**config.mk**
```make
export PLATFORM = sky130hd
export DESIGN_NAME = alu_arbiter_2ch
export DESIGN_NICKNAME = d
export VERILOG_FILES = /design/src/rtl/alu_arbiter_2ch.sv
export SDC_FILE = /design/constraint.sdc
export NUM_CORES = 1
export LEC_CHECK = 0
export CAP_MARGIN = 10
export CORE_ASPECT_RATIO = 1.25
export CORE_MARGIN = 2
export CORE_UTILIZATION = 44
export DETAILED_ROUTE_END_ITERATION = 16
export GPL_TIMING_DRIVEN = 0
export PLACE_DENSITY = 0.77
export SLEW_MARGIN = 5
export SYNTH_ARGS = -nofsm -noshare
export SYNTH_HDL_FRONTEND = slang
export SYNTH_SLANG_ARGS = --single-unit
```
**constraint.sdc**
```tcl
create_clock -name clk -period 1.91 [get_ports clk]
set_input_delay 0.2865 -clock clk [delete_from_list [all_inputs] [get_ports clk]]
set_output_delay 0.2865 -clock clk [all_outputs]
set_load 0.005 [all_outputs]
```
**src/rtl/alu_arbiter_2ch.sv**
```systemverilog
// alu_arbiter_2ch: two-channel round-robin arbiter/sequencer in front of one
// shared clocked 4-bit ALU. Accepts one request at a time, holds the ALU
// operands for ALU_LAT cycles, captures result/flags and returns them on the
// granted channel's response handshake.
// Optional feature macro: FLAG_RECOMPUTE_EN -- when defined, Z and N are
// derived from the captured alu_out instead of the ALU's own flag outputs.
module alu_arbiter_2ch #(
  parameter int unsigned ALU_LAT = 1,
  parameter int unsigned CNT_W   = 8
) (
  input  logic             clk,
  input  logic             rst_n,
  input  logic             req0_valid,
  output logic             req0_ready,
  input  logic [3:0]       req0_a,
  input  logic [3:0]       req0_b,
  input  logic [3:0]       req0_sel,
  output logic             rsp0_valid,
  input  logic             rsp0_ready,
  output logic [3:0]       rsp0_data,
  output logic [3:0]       rsp0_flags,
  input  logic             req1_valid,
  output logic             req1_ready,
  input  logic [3:0]       req1_a,
  input  logic [3:0]       req1_b,
  input  logic [3:0]       req1_sel,
  output logic             rsp1_valid,
  input  logic             rsp1_ready,
  output logic [3:0]       rsp1_data,
  output logic [3:0]       rsp1_flags,
  output logic [3:0]       alu_a,
  output logic [3:0]       alu_b,
  output logic [3:0]       alu_sel,
  input  logic [3:0]       alu_out,
  input  logic             alu_carry,
  input  logic             alu_zero,
  input  logic             alu_neg,
  input  logic             alu_ovf,
  output logic             busy,
  output logic [CNT_W-1:0] op_count
);

  typedef enum logic [1:0] {
    ST_IDLE,
    ST_WAIT,
    ST_RESP
  } state_t;

  localparam logic [2:0] LAT_L = 3'(ALU_LAT);

  state_t     state;
  logic       last_grant;
  logic       owner;
  logic [2:0] cnt;
  logic       grant;
  logic       rsp_hs;
  logic [3:0] cap_flags;

  // Round-robin choice: a lone valid channel wins, a tie goes to the channel not served last.
  always_comb begin
    grant = 1'b0;
    if (req0_valid && req1_valid) begin
      grant = ~last_grant;
    end else if (req1_valid) begin
      grant = 1'b1;
    end
  end

  assign req0_ready = (state == ST_IDLE) && !grant && req0_valid;
  assign req1_ready = (state == ST_IDLE) &&  grant && req1_valid;
  assign busy       = (state != ST_IDLE);

  // Response handshake of whichever channel owns the current operation.
  always_comb begin
    rsp_hs = owner ? rsp1_ready : rsp0_ready;
  end

`ifdef FLAG_RECOMPUTE_EN
  logic unused_alu_flags;
  assign unused_alu_flags = alu_zero ^ alu_neg;

  // Flags {C,Z,N,V}; Z and N re-derived from the result itself.
  always_comb begin
    cap_flags = {alu_carry, (alu_out == 4'd0), alu_out[3], alu_ovf};
  end
`else
  // Flags {C,Z,N,V} passed straight through from the ALU.
  always_comb begin
    cap_flags = {alu_carry, alu_zero, alu_neg, alu_ovf};
  end
`endif

  // Sequencer: accept in IDLE, count out the ALU latency in WAIT, hold the response in RESP.
  always_ff @(posedge clk or negedge rst_n) begin
    if (!rst_n) begin
      state      <= ST_IDLE;
      last_grant <= 1'b1;
      owner      <= 1'b0;
      cnt        <= '0;
      alu_a      <= '0;
      alu_b      <= '0;
      alu_sel    <= '0;
      rsp0_valid <= 1'b0;
      rsp0_data  <= '0;
      rsp0_flags <= '0;
      rsp1_valid <= 1'b0;
      rsp1_data  <= '0;
      rsp1_flags <= '0;
      op_count   <= '0;
    end else begin
      case (state)
        ST_IDLE: begin
          if (req0_ready || req1_ready) begin
            alu_a      <= grant ? req1_a   : req0_a;
            alu_b      <= grant ? req1_b   : req0_b;
            alu_sel    <= grant ? req1_sel : req0_sel;
            owner      <= grant;
            last_grant <= grant;
            cnt        <= '0;
            state      <= ST_WAIT;
          end
        end
        ST_WAIT: begin
          cnt <= cnt + 3'd1;
          if (cnt == LAT_L) begin
            if (owner) begin
              rsp1_valid <= 1'b1;
              rsp1_data  <= alu_out;
              rsp1_flags <= cap_flags;
            end else begin
              rsp0_valid <= 1'b1;
              rsp0_data  <= alu_out;
              rsp0_flags <= cap_flags;
            end
            state <= ST_RESP;
          end
        end
        ST_RESP: begin
          if (rsp_hs) begin
            rsp0_valid <= 1'b0;
            rsp1_valid <= 1'b0;
            op_count   <= op_count + CNT_W'(1);
            state      <= ST_IDLE;
          end
        end
        default: state <= ST_IDLE;
      endcase
    end
  end

endmodule
```
# Word-level counts from Yosys, hierarchy flattened
# Cells that the tools add are included.
[word_totals]
register_bits = 45
input_bits = 38
output_inout_bits = 41
elab_cells = 64
[classes]
n_addsub = 2
eq_ne = 8
muxes = 19
bitwise_logic = 2
reduce_logical = 19
[ops]
columns = ["op", "n"]
rows = [
  ["4-bit 2-to-1 mux", 3],
  ["3-bit AND reduction", 3],
  ["8-bit by 1-bit adder with 8-bit output (second input constant)", 1],
  ["1-bit 2-to-1 mux", 8],
  ["2-bit != test (second input constant)", 4],
  ["4-bit AND reduction", 2],
  ["2-bit 2-to-1 mux", 3],
  ["2-bit case mux with 3 select lines", 1],
  ["3-bit case mux with 2 select lines", 1],
  ["2-bit AND reduction", 3],
  ["2-bit nonzero test", 3],
  ["1-bit logical AND", 5],
  ["1-bit case mux with 2 select lines", 2],
  ["3-bit by 1-bit adder with 3-bit output (second input constant)", 1],
  ["3-bit by 1-bit equality test with 1-bit output (second input constant)", 1],
  ["3-bit 2-to-1 mux", 1],
  ["2-bit by 1-bit equality test with 1-bit output (second input constant)", 1],
  ["2-bit equality test (second input constant)", 1],
  ["2-bit logical NOT", 1],
  ["2-bit by 1-bit != test with 1-bit output (second input constant)", 1],
  ["1-bit NOT", 2],
  ["1-bit logical NOT", 1],
  ["1-bit logical OR", 1],
]

# Longest topological paths before layout
[logic_depth]
word_depth = 8
mapped_depth = 6

# Worst setup path after synthesis
# OpenSTA, ideal clock, no wires.
[synth_timing]
path_kind = "flip-flop to flip-flop"
from = "register last_grant"
to = "register alu_a[0]"
setup_time_ps = 125
t_arrival_ps = 1343
required_time_ps = 1785
setup_slack_ps = 442
stages_incl_launch_ff = 5
synth_period_minus_slack_ps = 1468
path_cell_list = "dfstp_2 > a21bo_4 > buf_12 > mux2_4 > mux2_4"
[synth_via]
elab_chain_cells = 7
elab_cells_between_ends = 10
[synth_lines]
columns = ["item", "line_no", "source"]
rows = [
  ["from (decl)", "52", "logic last_grant;"],
  ["from (signal assigned)", "118", "last_grant <= grant;"],
  ["1-bit NOT (*)", "63", "grant = ~last_grant;"],
  ["1-bit 2-to-1 mux (*)", "62", "if (req0_valid && req1_valid) begin"],
  ["1-bit logical NOT", "69", "assign req0_ready = (state == ST_IDLE) && !grant && req0_valid;"],
  ["1-bit logical AND (2 in series)", "69", ""],
  ["1-bit logical OR", "113", "if (req0_ready || req1_ready) begin"],
  ["2-bit AND reduction (no line)", "n/a", ""],
  ["to (signal assigned)", "114", "alu_a <= grant ? req1_a : req0_a;"],
  ["to (decl)", "31", "output logic [3:0] alu_a,"],
]
# Mark *: on every way between the ends. The rest lies on a longest branch, timed or not.
# A chain may end at the register's enable or synchronous reset.

# Final worst setup path
[layout_timing]
from = "input req0_valid"
to = "output req1_ready"
[layout_via]
elab_chain_cells = 4
[layout_lines]
columns = ["item", "line_no", "source"]
rows = [
  ["from (decl)", "13", "input logic req0_valid,"],
  ["1-bit logical AND", "62", ""],
  ["1-bit 2-to-1 mux", "62", ""],
  ["1-bit logical AND (2 in series)", "70", "assign req1_ready = (state == ST_IDLE) && grant && req1_valid;"],
  ["to (decl)", "23", "output logic req1_ready,"],
]
# No other way between the ends.

==> flow_metrics.env <==
export IMPL_status="finished, final reports clean"
export IMPL_skew_ps=5.10
export IMPL_drive_gt1_frac=0.274
export IMPL_critPathCaptureType="output port"
export IMPL_synth_seq_cells=45
export IMPL_r2r_slack_ps=270
export IMPL_drv_slew=0
export IMPL_area_growth_pct=46.5
export IMPL_nNetsFinal=275
export IMPL_synth_cells=147
export IMPL_reg2reg_depth=5
export IMPL_clockBufferDepth=2
export IMPL_worst_ep_arrival_time_ps=1550
export IMPL_cts_post_setup_buffers_inserted=0
export IMPL_crit_type="input port to output port"
export IMPL_synth_common_cells="dfrtp_1 (44), mux2_2 (25), mux2_4 (16), nand2_1 (6), xor2_1 (5)"
export IMPL_final_period_utilization=0.961
export IMPL_synth_xor_area_share=0.0332
export IMPL_min_period_ps=1840
export IMPL_syn_cell_area_sq_mm=0.00211
export IMPL_num_vias=1430
export IMPL_synth_adder_area_share=0.0178
export IMPL_synth_area_top_cells="dfrtp_1 (52%), mux2_2 (13%), mux2_4 (11%), xor2_1 (2.1%), ha_1 (1.8%)"
export IMPL_io_buffers=78
export IMPL_syn_nets=188
export IMPL_firstDrtPassIters=4
export IMPL_synth_top_area_cell="dfrtp_1"
export IMPL_drtIter0Drc=41
export IMPL_synth_cell_types=39
export IMPL_final_setup_viol_count=0
export IMPL_synthSimpleGateAreaFrac=0.0908
export IMPL_hp_start="req1_valid"
export IMPL_root_buffer="clkbuf_8"
export IMPL_rr_startpoint="cnt[1]"
export IMPL_startpoint_type="input port"
export IMPL_num_rows=28
export IMPL_critPathRequiredTime_ps=1620
export IMPL_place_hpwl_mm=3.09
export IMPL_muxShareOfSynthArea=0.259
export IMPL_worst_pin_slew_ps=382
export IMPL_regArea_sq_mm=0.00113
export IMPL_yosys_warnings=0
export IMPL_setup_ws_ps=74.0
export IMPL_die_w_um=65.9
export IMPL_crit_fanout=10
export IMPL_antenna_found_initial=0
export IMPL_path_clk_slew_ps=70
export IMPL_fp_dieH_um=81.4
export IMPL_die_area_sq_mm=0.00536
export IMPL_first_global_vias=1519
export IMPL_n_antenna_cell=0
export IMPL_grt_util_all_layers=0.173
export IMPL_start_util=0.452
export IMPL_routedWlPerCell_um=13.7
export IMPL_cts_tree="yes"
export IMPL_grt_pass1_wl_mm=7.02
export IMPL_grt_max_degree=31
export IMPL_multi_input_area_sq_um=933
export IMPL_syn_area_per_cell_sq_um=14.3
export IMPL_powerDensity_mw_per_mm2=1430
export IMPL_fill_cells=360
export IMPL_min_delay_path_depth=3
export IMPL_numCtsBuffers=5
export IMPL_synth_top_family_by_area="multiplexers"
export IMPL_min_to="last_grant"
export IMPL_critPathMaxStageDelay_ps=460
export IMPL_synth_most_common_cell="dfrtp_1"
export IMPL_critPathBufInv=3
export IMPL_routed_wl_mm=4.03
export IMPL_drc=0
export IMPL_cap_violations=0
export IMPL_timing_hold_ws_ps=266
export IMPL_fp_coreArea_sq_mm=0.00466
export IMPL_io_pins=79
export IMPL_synth_edff_count=0
export IMPL_clk_latency_ps=300
export IMPL_cp_top_family="buffers and inverters"
export IMPL_final_hold_viol_count=0
export IMPL_ys_async_sr_fraction=1.00
export IMPL_grt_setup_unrepaired="no"
export IMPL_ys_flop_type="dfrtp_1"
export IMPL_cts_sinks=45
export IMPL_overflow=0
export IMPL_critical_path_cell_chain="clkdlybuf4s50_1 -> a21bo_4 -> buf_12 -> nor3_4 -> dlygate4sd2_1"
export IMPL_viasPerCell=4.86
export IMPL_ir_drop_mv=0.883
export IMPL_crit_slowest_cell="clkdlybuf4s50_1"
export IMPL_min_path_type="input port to flip-flop"
export IMPL_p_leak_nw=1.35
export IMPL_postRouteAntennaNets=0
export IMPL_ys_seq_area_frac=0.535
export IMPL_slew_headroom=0.745
export IMPL_gp_congestion=0.700
export IMPL_synth_compound_area_frac=0.0350
export IMPL_fmax_mhz=545
export IMPL_power_total_mw=4.42
export IMPL_r2r_end="rsp1_flags[2]"
export IMPL_htreeDepth=2
export IMPL_dp_slack_ps=-404
export IMPL_synth_top_cell_area_share=0.522
registers in the layout, indices dropped and copies added (netlist names):
signal,cells
op_count,8
alu_a,4
alu_b,4
alu_sel,4
rsp0_data,4
rsp0_flags,4
rsp1_data,4
rsp1_flags,4
cnt,3
state,2
last_grant,1
owner,1
rsp0_valid,1
rsp1_valid,1
layout by cell type, fill, tap and decap left out, types with 4 or more instances in the layout:
cell,instances
mux2_2,25
mux2_4,16
clkdlybuf4s50_1,74
nand2_1,6
o21ai_0,4
xor2_1,5
dfrtp_1,44
clkbuf_8,6
metal layers:
metal,wire (um),vias to the layer above,track usage
li1,-,693,-
met1,1610,676,0.204
met2,2060,53,0.288
met3,290,8,0.0596
met4,65,0,0.0688
met5,0,-,0
logic make-up (layout without fill, tap and decap cells):
| family | count (synthesis) | count (layout) |
|---|---|---|
| AOI/OAI and AO/OA | 10 | 10 |
| muxes | 43 | 43 |
| DFF | 45 | 45 |
| adders and majority gates | 3 | 3 |
| buffers and inverters | 8 | 95 |
| and+or+nand+nor | 30 | 30 |
| xor gates and xnor gates | 8 | 8 |
final cells by class:
cell class / instances / area share
sequential: 45 / 0.365
buffer: 6 / 0.0182
timing repair buffer: 80 / 0.260
inverter: 2 / 0.00243
multi-input combinational: 94 / 0.302
tap: 60 / 0.0243
clock buffer: 7 / 0.0280
power breakdown:
part,leakage [nW],switching [mW],total (mW),internal (mW)
Clock,0.0443,0.299,0.586,0.287
Sequential,0.540,0.253,1.66,1.40
Combinational,0.770,0.742,2.17,1.43
Total,1.35,1.29,4.42,3.12
tightest hold or removal path, stage by stage:
cell and delay, ps:
dlymetal6s2s_1 140, nand2_1 60, o21ai_0 70
worst max path at each step:
| stage | start | to | slack, ps | depth (start not counted) |
|---|---|---|---|---|
| floorplan | last_grant | alu_a[0] | 440 | 4 |
| global placement | rst_n | alu_b[0] | -660 | 1 |
| detailed placement | req1_valid | req1_ready | -400 | 5 |
| CTS | req1_valid | req1_ready | -10 | 5 |
| global route | req0_valid | req1_ready | 30 | 5 |
| finish | req0_valid | req1_ready | 70 | 5 |
per-stage QoR:
step	cell area (sq um)	cells	utilization	setup TNS, ps
finish	3090	294	0.663	0
global route	3090	294	0.663	0
CTS	3080	294	0.662	-12.4
detailed placement	2980	286	0.639	-718
global placement	2960	285	0.636	-29860
floorplan	2110	147	-	0
what timing repair did:
item,4_1_cts,5_1_grt
hold buffers,1,0
endpoints found under the hold margin,15,0
setup endpoints to repair,2,2
pin swaps,0,0
gates resized for setup,6,3
(Power assumes the default switching activity.)
